==> src/rtl/data_mem_arbiter_if.sv <==
// data_mem_arbiter_if
//   Bundles the two requester ports and the memory-side bus of the
//   data memory arbiter.
//   Requester side (per port n = 0/1):
//     reqN, weN, addrN[7:0], wdataN[31:0], beN[3:0]  -> arbiter
//     ackN, rdataN[31:0]                             <- arbiter
//   Memory side:
//     mem_we, mem_addr[7:0], mem_wd[31:0]            <- arbiter
//     mem_rd[31:0]                                   -> arbiter
//   Status:
//     busy                                           <- arbiter
//   slave  : the arbiter's view
//   master : the surrounding system's view (requesters + memory)
interface data_mem_arbiter_if;
    logic        req0;
    logic        req1;
    logic        we0;
    logic        we1;
    logic [7:0]  addr0;
    logic [7:0]  addr1;
    logic [31:0] wdata0;
    logic [31:0] wdata1;
    logic [3:0]  be0;
    logic [3:0]  be1;
    logic        ack0;
    logic        ack1;
    logic [31:0] rdata0;
    logic [31:0] rdata1;
    logic        busy;
    logic        mem_we;
    logic [7:0]  mem_addr;
    logic [31:0] mem_wd;
    logic [31:0] mem_rd;

    modport slave (
        input  req0, req1, we0, we1, addr0, addr1,
               wdata0, wdata1, be0, be1, mem_rd,
        output ack0, ack1, rdata0, rdata1, busy,
               mem_we, mem_addr, mem_wd
    );

    modport master (
        output req0, req1, we0, we1, addr0, addr1,
               wdata0, wdata1, be0, be1, mem_rd,
        input  ack0, ack1, rdata0, rdata1, busy,
               mem_we, mem_addr, mem_wd
    );
endinterface

==> src/rtl/data_mem_arbiter.sv <==
// data_mem_arbiter
//   Round-robin two-port arbiter and access sequencer for a single-ported
//   256-byte data memory (32-bit words, combinational read, synchronous
//   write). Partial-word stores are done as read-modify-write.
//   Ports:
//     clk  : system clock, all state changes on posedge
//     rst  : asynchronous reset, active low
//     bus  : data_mem_arbiter_if.slave (requester ports, memory bus, busy)
module data_mem_arbiter (
    input  logic              clk,
    input  logic              rst,
    data_mem_arbiter_if.slave bus
);

    typedef enum logic [1:0] {
        S_IDLE   = 2'd0,
        S_ACCESS = 2'd1,
        S_WRITE  = 2'd2,
        S_ACK    = 2'd3
    } state_t;

    state_t      r_state;
    state_t      w_next;

    logic        r_last_grant;
    logic        r_id;
    logic        r_we;
    logic [7:0]  r_addr;
    logic [31:0] r_wdata;
    logic [3:0]  r_be;
    logic [31:0] r_merge;
    logic [31:0] r_rdata0;
    logic [31:0] r_rdata1;
    logic [7:0]  r_mem_addr;
    logic [31:0] r_mem_wd;

    logic        w_grant;
    logic        w_grant_id;
    logic        w_full;
    logic        w_none;
    logic        w_mem_we;
    logic [7:0]  w_mem_addr;
    logic [31:0] w_mem_wd;
    logic [31:0] w_merge;

    // On a tie the port that was not granted last wins.
    assign w_grant    = bus.req0 | bus.req1;
    assign w_grant_id = (bus.req0 & bus.req1) ? ~r_last_grant : bus.req1;

    assign w_full = (r_be == 4'hF);
    assign w_none = (r_be == 4'h0);

    always_comb begin
        w_merge = '0;
        for (int unsigned i = 0; i < 4; i++) begin
            w_merge[8*i +: 8] = r_be[i] ? r_wdata[8*i +: 8] : bus.mem_rd[8*i +: 8];
        end
    end

    always_ff @(posedge clk or negedge rst) begin
        if (!rst) begin
            r_state <= S_IDLE;
        end else begin
            r_state <= w_next;
        end
    end

    // Memory address/data fall back to the hold registers outside the
    // access states, so they keep their last driven value.
    always_comb begin
        w_next     = r_state;
        w_mem_we   = 1'b0;
        w_mem_addr = r_mem_addr;
        w_mem_wd   = r_mem_wd;
        case (r_state)
            S_IDLE: begin
                if (w_grant) begin
                    w_next = S_ACCESS;
                end
            end
            S_ACCESS: begin
                w_mem_addr = r_addr;
                if (r_we && w_full) begin
                    w_mem_we = 1'b1;
                    w_mem_wd = r_wdata;
                    w_next   = S_ACK;
                end else if (r_we && !w_none) begin
                    w_next = S_WRITE;
                end else begin
                    w_next = S_ACK;
                end
            end
            S_WRITE: begin
                w_mem_addr = r_addr;
                w_mem_we   = 1'b1;
                w_mem_wd   = r_merge;
                w_next     = S_ACK;
            end
            S_ACK: begin
                w_next = S_IDLE;
            end
            default: begin
                w_next = S_IDLE;
            end
        endcase
    end

    always_ff @(posedge clk or negedge rst) begin
        if (!rst) begin
            r_last_grant <= 1'b1;
            r_id         <= 1'b0;
            r_we         <= 1'b0;
            r_addr       <= '0;
            r_wdata      <= '0;
            r_be         <= '0;
            r_merge      <= '0;
            r_rdata0     <= '0;
            r_rdata1     <= '0;
            r_mem_addr   <= '0;
            r_mem_wd     <= '0;
        end else begin
            r_mem_addr <= w_mem_addr;
            r_mem_wd   <= w_mem_wd;
            case (r_state)
                S_IDLE: begin
                    if (w_grant) begin
                        r_id    <= w_grant_id;
                        r_we    <= w_grant_id ? bus.we1    : bus.we0;
                        r_addr  <= w_grant_id ? bus.addr1  : bus.addr0;
                        r_wdata <= w_grant_id ? bus.wdata1 : bus.wdata0;
                        r_be    <= w_grant_id ? bus.be1    : bus.be0;
                    end
                end
                S_ACCESS: begin
                    if (!r_we) begin
                        if (r_id) begin
                            r_rdata1 <= bus.mem_rd;
                        end else begin
                            r_rdata0 <= bus.mem_rd;
                        end
                    end else if (!w_full && !w_none) begin
                        r_merge <= w_merge;
                    end
                end
                S_ACK: begin
                    r_last_grant <= r_id;
                end
                default: begin
                end
            endcase
        end
    end

    assign bus.ack0     = (r_state == S_ACK) && !r_id;
    assign bus.ack1     = (r_state == S_ACK) &&  r_id;
    assign bus.busy     = (r_state != S_IDLE);
    assign bus.rdata0   = r_rdata0;
    assign bus.rdata1   = r_rdata1;
    assign bus.mem_we   = w_mem_we;
    assign bus.mem_addr = w_mem_addr;
    assign bus.mem_wd   = w_mem_wd;

endmodule

==> src/flat_wrapper.sv <==
// flat-port wrapper written by rule: the top's interface ports become plain ports
module data_mem_arbiter_flat 
  (clk, rst, bus_req0, bus_req1, bus_we0, bus_we1, bus_addr0, bus_addr1, bus_wdata0, bus_wdata1, bus_be0, bus_be1, bus_mem_rd, bus_ack0, bus_ack1, bus_rdata0, bus_rdata1, bus_busy, bus_mem_we, bus_mem_addr, bus_mem_wd);
  data_mem_arbiter_if bus_i ();
  input  logic clk;
  input  logic rst;
  input wire logic [$bits(bus_i.req0)-1:0] bus_req0;
  input wire logic [$bits(bus_i.req1)-1:0] bus_req1;
  input wire logic [$bits(bus_i.we0)-1:0] bus_we0;
  input wire logic [$bits(bus_i.we1)-1:0] bus_we1;
  input wire logic [$bits(bus_i.addr0)-1:0] bus_addr0;
  input wire logic [$bits(bus_i.addr1)-1:0] bus_addr1;
  input wire logic [$bits(bus_i.wdata0)-1:0] bus_wdata0;
  input wire logic [$bits(bus_i.wdata1)-1:0] bus_wdata1;
  input wire logic [$bits(bus_i.be0)-1:0] bus_be0;
  input wire logic [$bits(bus_i.be1)-1:0] bus_be1;
  input wire logic [$bits(bus_i.mem_rd)-1:0] bus_mem_rd;
  output wire logic [$bits(bus_i.ack0)-1:0] bus_ack0;
  output wire logic [$bits(bus_i.ack1)-1:0] bus_ack1;
  output wire logic [$bits(bus_i.rdata0)-1:0] bus_rdata0;
  output wire logic [$bits(bus_i.rdata1)-1:0] bus_rdata1;
  output wire logic [$bits(bus_i.busy)-1:0] bus_busy;
  output wire logic [$bits(bus_i.mem_we)-1:0] bus_mem_we;
  output wire logic [$bits(bus_i.mem_addr)-1:0] bus_mem_addr;
  output wire logic [$bits(bus_i.mem_wd)-1:0] bus_mem_wd;
  assign bus_i.req0 = bus_req0;
  assign bus_i.req1 = bus_req1;
  assign bus_i.we0 = bus_we0;
  assign bus_i.we1 = bus_we1;
  assign bus_i.addr0 = bus_addr0;
  assign bus_i.addr1 = bus_addr1;
  assign bus_i.wdata0 = bus_wdata0;
  assign bus_i.wdata1 = bus_wdata1;
  assign bus_i.be0 = bus_be0;
  assign bus_i.be1 = bus_be1;
  assign bus_i.mem_rd = bus_mem_rd;
  assign bus_ack0 = bus_i.ack0;
  assign bus_ack1 = bus_i.ack1;
  assign bus_rdata0 = bus_i.rdata0;
  assign bus_rdata1 = bus_i.rdata1;
  assign bus_busy = bus_i.busy;
  assign bus_mem_we = bus_i.mem_we;
  assign bus_mem_addr = bus_i.mem_addr;
  assign bus_mem_wd = bus_i.mem_wd;
  data_mem_arbiter u_core (.clk(clk), .rst(rst), .bus(bus_i));
endmodule
==> config.mk <==
export PLATFORM = sky130hd
export DESIGN_NAME = data_mem_arbiter_flat
export DESIGN_NICKNAME = d
export VERILOG_FILES = /design/src/rtl/data_mem_arbiter_if.sv /design/src/rtl/data_mem_arbiter.sv /design/src/flat_wrapper.sv
export SDC_FILE = /design/constraint.sdc
export NUM_CORES = 1
export LEC_CHECK = 0
export ABC_AREA = 1
export BUFFER_PORTS_ARGS = -buffer_cell sky130_fd_sc_hd__buf_2
export CAP_MARGIN = 20
export CORE_ASPECT_RATIO = 0.9
export CORE_UTILIZATION = 50
export DETAILED_ROUTE_END_ITERATION = 8
export PLACE_DENSITY_LB_ADDON = 0.12
export SYNTH_ARGS = -nofsm -noshare
export SYNTH_HDL_FRONTEND = slang
export SYNTH_SLANG_ARGS = --single-unit
export TNS_END_PERCENT = 30
==> constraint.sdc <==
create_clock -name clk -period 2.2 [get_ports clk]
set_input_delay 0.22 -clock clk [delete_from_list [all_inputs] [get_ports clk]]
set_output_delay 0.22 -clock clk [all_outputs]
set_load 0.005 [all_outputs]
After elaboration in Yosys (flattened, before gate mapping)
Cells that the tools add are included.
{"block": "totals", "reg_bits": 185, "word_cells": 56}
{"block": "classes", "n_eq_ne": 5, "n_mux": 18, "bitwise_logic": 5, "n_reduce_logical": 16}
{"cell": "$mux 32", "count": 2}
{"cell": "$pmux 32 s2", "count": 1}
{"cell": "$mux 8", "count": 6}
{"cell": "$reduce_and 3->1", "count": 3}
{"cell": "$pmux 2 s4", "count": 1}
{"cell": "$logic_and 1x1->1", "count": 5}
{"cell": "$eq 2x2->1 const B", "count": 2}
{"cell": "$eq 4x4->1 const B", "count": 1}
{"cell": "$logic_not 4->1", "count": 1}
{"cell": "$mux 1", "count": 4}
{"cell": "$mux 2", "count": 2}
{"cell": "$mux 4", "count": 1}
{"cell": "$logic_not 1->1", "count": 3}
{"cell": "$not 1->1", "count": 3}
{"cell": "$eq 2x1->1 const B", "count": 1}
{"cell": "$logic_not 2->1", "count": 1}
{"cell": "$ne 2x1->1 const B", "count": 1}
{"cell": "$pmux 1 s2", "count": 1}
{"cell": "$reduce_and 2->1", "count": 1}
{"cell": "$reduce_bool 2->1", "count": 1}
{"cell": "$reduce_or 2->1", "count": 1}
{"cell": "$and 1x1->1", "count": 1}
{"cell": "$or 1x1->1", "count": 1}

Longest topological paths before layout
Gate-level depths: netlist of the first run.
{"block": "depth", "word_depth": 6, "ltp_mapped": 9, "depth_no_buf": 8}

Least setup slack after synthesis of the first run
Ideal clock, no wire load.
{"block": "synth_path", "path_type": "register -> output", "from": "reg u_core.r_state[0]", "to": "out bus_mem_wd[12]", "arrival_time_ns": 1.534, "t_required_ns": 1.980, "slack_ns": 0.446, "stages_incl_launch_ff": 9, "n_path_buf": 3, "cell_sequence": "dfrtp_1 inv_1 ha_1 buf_2 inv_1 buf_2 buf_2 a21oi_1 a21oi_1"}
{"block": "synth_via", "elab_chain_cells": 2}
{"item": "start, declared", "line": "data_mem_arbiter.sv:22", "rtl": "state_t r_state;"}
{"item": "start signal, assigned", "line": "data_mem_arbiter.sv:64", "rtl": "r_state <= w_next;"}
{"item": "$eq 2x2->1 / $eq 2x1->1 (equally long branches)", "line": "data_mem_arbiter.sv:75", "rtl": "case (r_state)"}
{"item": "$pmux 32 s2 *", "line": "data_mem_arbiter.sv:75"}
{"item": "end, declared", "line": "flat_wrapper.sv:25", "rtl": "output wire logic [$bits(bus_i.mem_wd)-1:0] bus_mem_wd;"}
Mark *: on every way between the ends. The rest lies on a longest branch, timed or not.

Worst setup path after layout of the first run
{"block": "layout_path", "from": "reg u_core.r_state[0]", "to": "out bus_mem_we"}
{"block": "layout_via", "elab_chain_cells": 2}
{"item": "$eq 2x2->1 / $eq 2x1->1 (equally long branches)", "line": "data_mem_arbiter.sv:75"}
{"item": "$pmux 1 s2 *", "line": "data_mem_arbiter.sv:75"}
{"item": "end, declared", "line": "flat_wrapper.sv:23", "rtl": "output wire logic [$bits(bus_i.mem_we)-1:0] bus_mem_we;"}
Marks and branches as above.

==> summary.txt, run 1 <==
Clocking
  • Longest Clk Path Bufs: 2
  • Clk_lat worst skew: between 0.4 and 0.5 ns
  • TritonCTS Buffers: 17
  • CTS root buf: clkbuf_16
  • H-tree depth: 4
  • CTS sink count: 185
  • CTS tree: yes
  • Clock slew at the register clock pins of the worst setup and hold paths: approximately 0.07 ns

Synthesis
  • Syn avg cell area: 8.23 sq um
  • Yosys cell types: 27
  • Seq/Total Area, Yosys: 0.538
  • Synth area leader: dfrtp_1
  • Cells after synthesis: approximately 1,000
  • Yosys top cell area share: 0.535
  • Post-synth top flop: dfrtp_1
  • Most frequent cells after synthesis: nand2_1, dfrtp_1, o21ai_0
  • Most common cell in the netlist: nand2_1
  • Area contributors post-synth: dfrtp_1, o21ai_0, nand2_1
  • Yosys warning count: 0
  • Ys async rst share: 1.00
  • Seq cells post-synth: about 190
  • Syn Std Cell Area: around 0.0086 sq mm
  • Mapped Nets: approximately 1,200
  • EDFF count, synth: 0

STA
  • Final worst path period share: 0.976
  • Slew headroom: 0.700
  • Fin Clk Skew: roughly 0.013 ns
  • Fin Hold WS: between 0.04 and 0.05 ns
  • Period minus WS final: 2.15 ns
  • Max Freq: 0.466 GHz
  • Max-slew violations: 0
  • Slew @ Worst Pin: around 0.45 ns
  • Finish-stage setup viols: 0
  • RSZ-0062 raised after global routing: no
  • Final Hold Viols: 0

Floorplan
  • Ports: between 200 and 250
  • Total die area: roughly 0.018 sq mm
  • Die W: 140 um
  • Die H: 127 um
  • # rows: between 40 and 50
  • Core area: about 0.017 sq mm
  • Initial Utilization: 0.512

Drt
  • Via count: around 7,900
  • Antenna viol nets, final: 0
  • Vias per cell: roughly 5.3
  • Pre-antenna DRT Iters: 7
  • Drc violations: 0
  • Routed WL: 24.9 mm
  • Initial DRC Count: ~640
  • Routed len/inst: between 15 and 20 um

Run
  • Maxcap violations: 0

Critical path
  • Critical Path Start: u_core.r_state[0]
  • Worst Setup End Kind: output pin
  • Worst setup SP type: flip-flop
  • CP Data Arrival Time: 1.93 ns
  • Worst-path maximum fanout: 19
  • R2r startpoint: u_core.r_state[1]
  • CP Class: flip-flop to output pin
  • CP required: 1.98 ns

Global routing
  • Grt ovf: 0
  • Vias in the first global route: about 7,500
  • First-pass GRT wire length: 39.6 mm
  • Pin count of the biggest net entering global routing: 60
  • Total GRT Usage: 0.289
  • Initial antenna violation count: 4

Power
  • Leak: 0.00556 uW
  • Power Density: roughly 1700 mW/mm^2
  • Maximum vdd drop: around 0.9 mV

Layout
  • Synth-to-layout area growth: 24.6%
  • Nets: 1,394
  • Layout cells sized above 1: 0.266
  • Design area: ~0.011 sq mm

Worst hold path
  • Worst Hold Class: input pin to flip-flop
  • HP Start: bus_wdata1[24]

Place
  • PortBufs: between 200 and 250
  • Placer congestion estimate: 0.843
  • DP Area: ~0.010 sq mm
  • Post-DP HPWL: about 17 mm

Run status
  • Status: complete, no violations
[final timing paths]
check                                  endpoint  slack, ns  depth (start not counted)
setup reg to reg             u_core.r_wdata[13]       0.37                          7
hold reg to reg            u_core.bus.rdata1[1]       0.48                          2
max in group asynchronous   u_core.r_last_grant       1.17                          3
hold / removal               u_core.r_wdata[24]       0.05                          3
setup / recovery                     bus_mem_we       0.05                          6
min in group asynchronous  u_core.bus.rdata0[6]       0.29                          2
[state kept, by name, summed over array words and instances, names as in the netlist, 2 cells and up]
signal	flops
u_core.bus.rdata0	32
u_core.bus.rdata1	32
u_core.r_mem_wd	32
u_core.r_merge	32
u_core.r_wdata	32
u_core.r_addr	8
u_core.r_mem_addr	8
u_core.r_be	4
u_core.r_state	2
[stage by stage]
step           power [uW]  TNS [ns]  cells  setup slack (ns)   util
2_1_floorplan       11100         0   1047             0.446      -
3_3_place_gp        14300         0   1452             0.430  0.594
3_5_place_dp        14500         0   1452             0.351  0.594
4_1_cts             17900  -0.00261   1485          -0.00261  0.634
5_1_grt             19500         0   1488           0.00355  0.637
6_report            18100         0   1490            0.0528  0.637
[per-layer routing]
metal | routed length [um] | up-vias | track usage
met5 | 28 | - | 0
met4 | 416 | 4 | 0.0989
met3 | 1770 | 37 | 0.0687
met2 | 11500 | 291 | 0.465
met1 | 11200 | 3767 | 0.386
li1 | - | 3833 | -
[power breakdown]
group / total [uW] / internal (uW) / switching, uW
Sequential: 6120 / 5180 / 937
Clock: 3180 / 1800 / 1380
Combinational: 8770 / 3460 / 5310
[kinds of logic after synthesis]
group,count (synthesis),synth area share
AND/OR/NAND/NOR,371,0.179
AO/OA/AOI/OAI,296,0.180
buffers and inverters,191,0.0971
flip-flops,185,0.538
adder cells (fa/ha/maj),4,0.00581
[cell usage in the layout, fill, tap and decap left out, drive strengths merged]
master / n
nor2: 84
bufinv: 3
ha: 4
dfstp: 1
diode: 2
dfrtp: 184
o21ai: 188
nand2: 221
a21oi: 66
buf: 268
dlygate4sd3: 1
inv: 122
clkinv: 3
clkinvlp: 3
clkbuf: 20
o22ai: 41
nand3: 67
o21a: 1
[worst max-delay path: stages (launching register included)]
cell and delay, ns:
dfrtp_1 0.42, buf_4 0.15, ha_2 0.21, inv_2 0.32, nor2_1 0.09, o21a_1 0.18, buf_2 0.12
[layout make-up]
type	instances	area [sq um]
fillers	1492	6100
flip-flops and latches	185	4630
multi-input cells	672	3250
repair buffers	270	1540
inverters	118	445
clock buffers	19	433
well taps	211	264
clock inverters	13	166
diodes	2	5.00
[repair_timing]
action                                  in CTS  in global routing
endpoints found under the setup margin      26                 32
cloned                                       0                  1
pin swaps                                   12                  0
hold buffers                                 1                  0
buffers inserted                             0                  2
resized for setup                           13                 10
hold endpoints to repair                    45                  0
(Power assumes the default switching activity.)
==> run 2, diff against run 1 <==
HOLD_SLACK_MARGIN = 0.05   (was unset)
REMOVE_ABC_BUFFERS = 1   (was unset)
==> run 2 against run 1 <==
Compared with the run above: maximum frequency shrank 0.18%; combinational power grew 6.0%; register-to-register slack gained 0.10 ns; non-clock buffer count grew 6; first-iteration DRC count shrank 2.5%; flip-flop and latch count is the same; utilization grew 1.0 points; cell area grew 1.6%; highest routed layer unchanged.
==> summary.txt, run 2 (synthesis results as in run 1) <==
Critical path
  • Critical-path top delay cell: dfrtp_2
  • CP required: 1.98 ns (about the same)
  • Critical path's largest stage delay: 0.41 ns (about the same)
  • Buf/Inv on CP: 3 (unchanged)
  • Worst setup SP type: flip-flop
  • Worst-path maximum fanout: 17 (-2)
  • Worst Setup End Kind: output pin
  • Crit-path cells: inv_2, ha_4, bufbuf_16, nor2_1, a21oi_2, buf_2
  • Delay-heaviest family, CP: buffers and inverters
  • CP Class: flip-flop to output pin
  • CP Data Arrival Time: 1.93 ns (about the same)

STA
  • Final Hold Viols: 0 (unchanged)
  • Setup TNS: 0 ns (unchanged)
  • Slew @ Worst Pin: 0.389 ns (-0.0608 ns)
  • Fin Clk Skew: 0.0110 ns (-0.00188 ns)
  • Max-slew violations: 0 (unchanged)
  • Max Freq: 0.465 GHz (-0.18%)
  • Final worst path period share: 0.978 (+0.00175)
  • Period minus WS final: 2.15 ns (+0.00385 ns)
  • RSZ-0062 raised after global routing: yes
  • Slew headroom: 0.741 (+0.0405)
  • Finish-stage setup viols: 0 (unchanged)
  • Setup ws final: 0.0490 ns (-0.00385 ns)

Global routing
  • Initial antenna violation count: 4 (unchanged)
  • Vias in the first global route: 7,773 (+3.3%)
  • First-pass GRT wire length: 40.6 mm (+2.4%)
  • Grt ovf: 0 (unchanged)
  • Total GRT Usage: 0.296 (+0.00642)
  • Pin count of the biggest net entering global routing: 72 (+20%)

Clocking
  • Clk_lat worst skew: 0.43 ns (about the same)
  • TritonCTS Buffers: 17 (unchanged)
  • Clock slew at the register clock pins of the worst setup and hold paths: 0.07 ns (about the same)
  • H-tree depth: 4 (unchanged)
  • Longest Clk Path Bufs: 2 (unchanged)
  • CTS tree: yes
  • CTS root buf: clkbuf_16
  • CTS sink count: 185 (unchanged)

Drt
  • Antenna viol nets, final: 0 (unchanged)
  • Via count: 7,972 (+0.50%)
  • Initial DRC Count: 627 (-2.5%)
  • Routed len/inst: 16.8 um (+0.64%)
  • Pre-antenna DRT Iters: 5 (-2)
  • Routed WL: 25.2 mm (+1.0%)
  • Drc violations: 0 (unchanged)
  • Vias per cell: 5.33 (+0.10%)

Floorplan
  • # rows: 45 (unchanged)
  • Total die area: 0.0178 sq mm (unchanged)
  • Die H: 127 um (unchanged)
  • Die W: 140 um (unchanged)
  • Initial Utilization: 0.512 (unchanged)
  • Core area: 0.0168 sq mm (unchanged)
  • Ports: 234 (unchanged)

Place
  • PortBufs: 233 (unchanged)
  • Placed Cells: 1,447 (-0.34%)
  • DP Area: 0.00999 sq mm (-0.10%)
  • Placer congestion estimate: 0.816 (-3.2%)
  • Post-DP HPWL: 15.8 mm (-5.8%)
  • Pre-CTS WS: 0.289 ns (-0.0619 ns)

Layout
  • Finished Layout Cells: 1,496 (+0.40%)
  • Nets: 1,400 (+0.43%)
  • Synth-to-layout area growth: 26.6%
  • Layout cells sized above 1: 0.263 (-0.00358)
  • Commonest non-fill, non-tap cells in the layout: buf_2, nand2_1, dfrtp_1
  • Commonest non-fill, non-tap cell in the layout: buf_2
  • Design area: 0.0109 sq mm (+1.6%)

Worst hold path
  • Worst Hold Class: input pin to flip-flop

Run
  • Maxcap violations: 0 (unchanged)

Power
  • Leak: 0.00563 uW (+1.1%)
  • Maximum vdd drop: 0.818 mV (-7.5%)
  • Power Density: 1710 mW/mm^2 (+1.7%)
  • Total power: 18,700 uW (+3.3%)

Run status
  • Status: complete, no violations
-- run 2: changes by cell type in the layout (fill, tap and decap cells not counted), sizes merged --
| cell | change |
|---|---|
| buf | -3 |
| bufbuf | +1 |
| dlygate4sd3 | +8 |
-- run 2: where the power goes --
group	leakage (uW)	internal [uW]	switching [uW]
Combinational	0.00308	3760	5540
Clock	0.000291	1830	1360
Sequential	0.00225	5190	969
-- run 2: worst register-to-register path: cells and delay by family (launching register included) --
kind                     cells  cell delay [ns]
adder cells (fa/ha/maj)      1             0.25
AO/OA/AOI/OAI                1             0.32
AND/OR/NAND/NOR              1             0.08
flip-flops                   1             0.38
buffers and inverters        3             0.59
-- run 2: timing repair --
| item | CTS | global route |
|---|---|---|
| hold buffers | 9 | 0 |
| hold endpoints to repair | 41 | 0 |
| gates resized for setup | 12 | 19 |
| pin swaps | 7 | 3 |
| cloned | 1 | 1 |
| buffers inserted | 2 | 2 |
| setup endpoints to repair | 37 | 36 |
-- run 2: routing by layer --
metal	GRT usage	vias up	wire length (um)
met5	0	-	13
li1	-	3841	-
met1	0.403	3791	11400
met2	0.479	319	11600
met3	0.0710	19	1900
met4	0.0705	2	245
-- run 2: path summary, 6_finish.rpt --
kind	startpoint	to	slack [ns]	depth (start not counted)
max	u_core.r_state[0]	bus_mem_wd[7]	0.05	6
min	bus_wdata1[24]	u_core.r_wdata[24]	0.06	3
max reg2reg	u_core.r_state[1]	u_core.bus.rdata0[30]	0.47	6
min reg2reg	u_core.bus.rdata0[5]	u_core.bus.rdata0[5]	0.48	2
max in group asynchronous	rst	u_core.r_last_grant	1.22	3
min in group asynchronous	rst	u_core.bus.rdata0[1]	0.26	2
-- run 2: per-stage QoR --
stage           util  hold WS [ns]
5_1_grt        0.647        0.0557
3_5_place_dp   0.594         0.152
2_1_floorplan      -       -0.0756
6_report       0.647        0.0571
3_3_place_gp   0.594         0.158
4_1_cts        0.642        0.0501
-- run 2: final cells by class --
class | instances | area, sq um
fill | 1469 | 5930
sequential | 185 | 4640
multi-input combinational | 672 | 3250
timing repair buffer | 276 | 1690
inverter | 118 | 448
clock buffer | 19 | 443
tap | 211 | 264
clock inverter | 13 | 166
antenna | 2 | 5.00
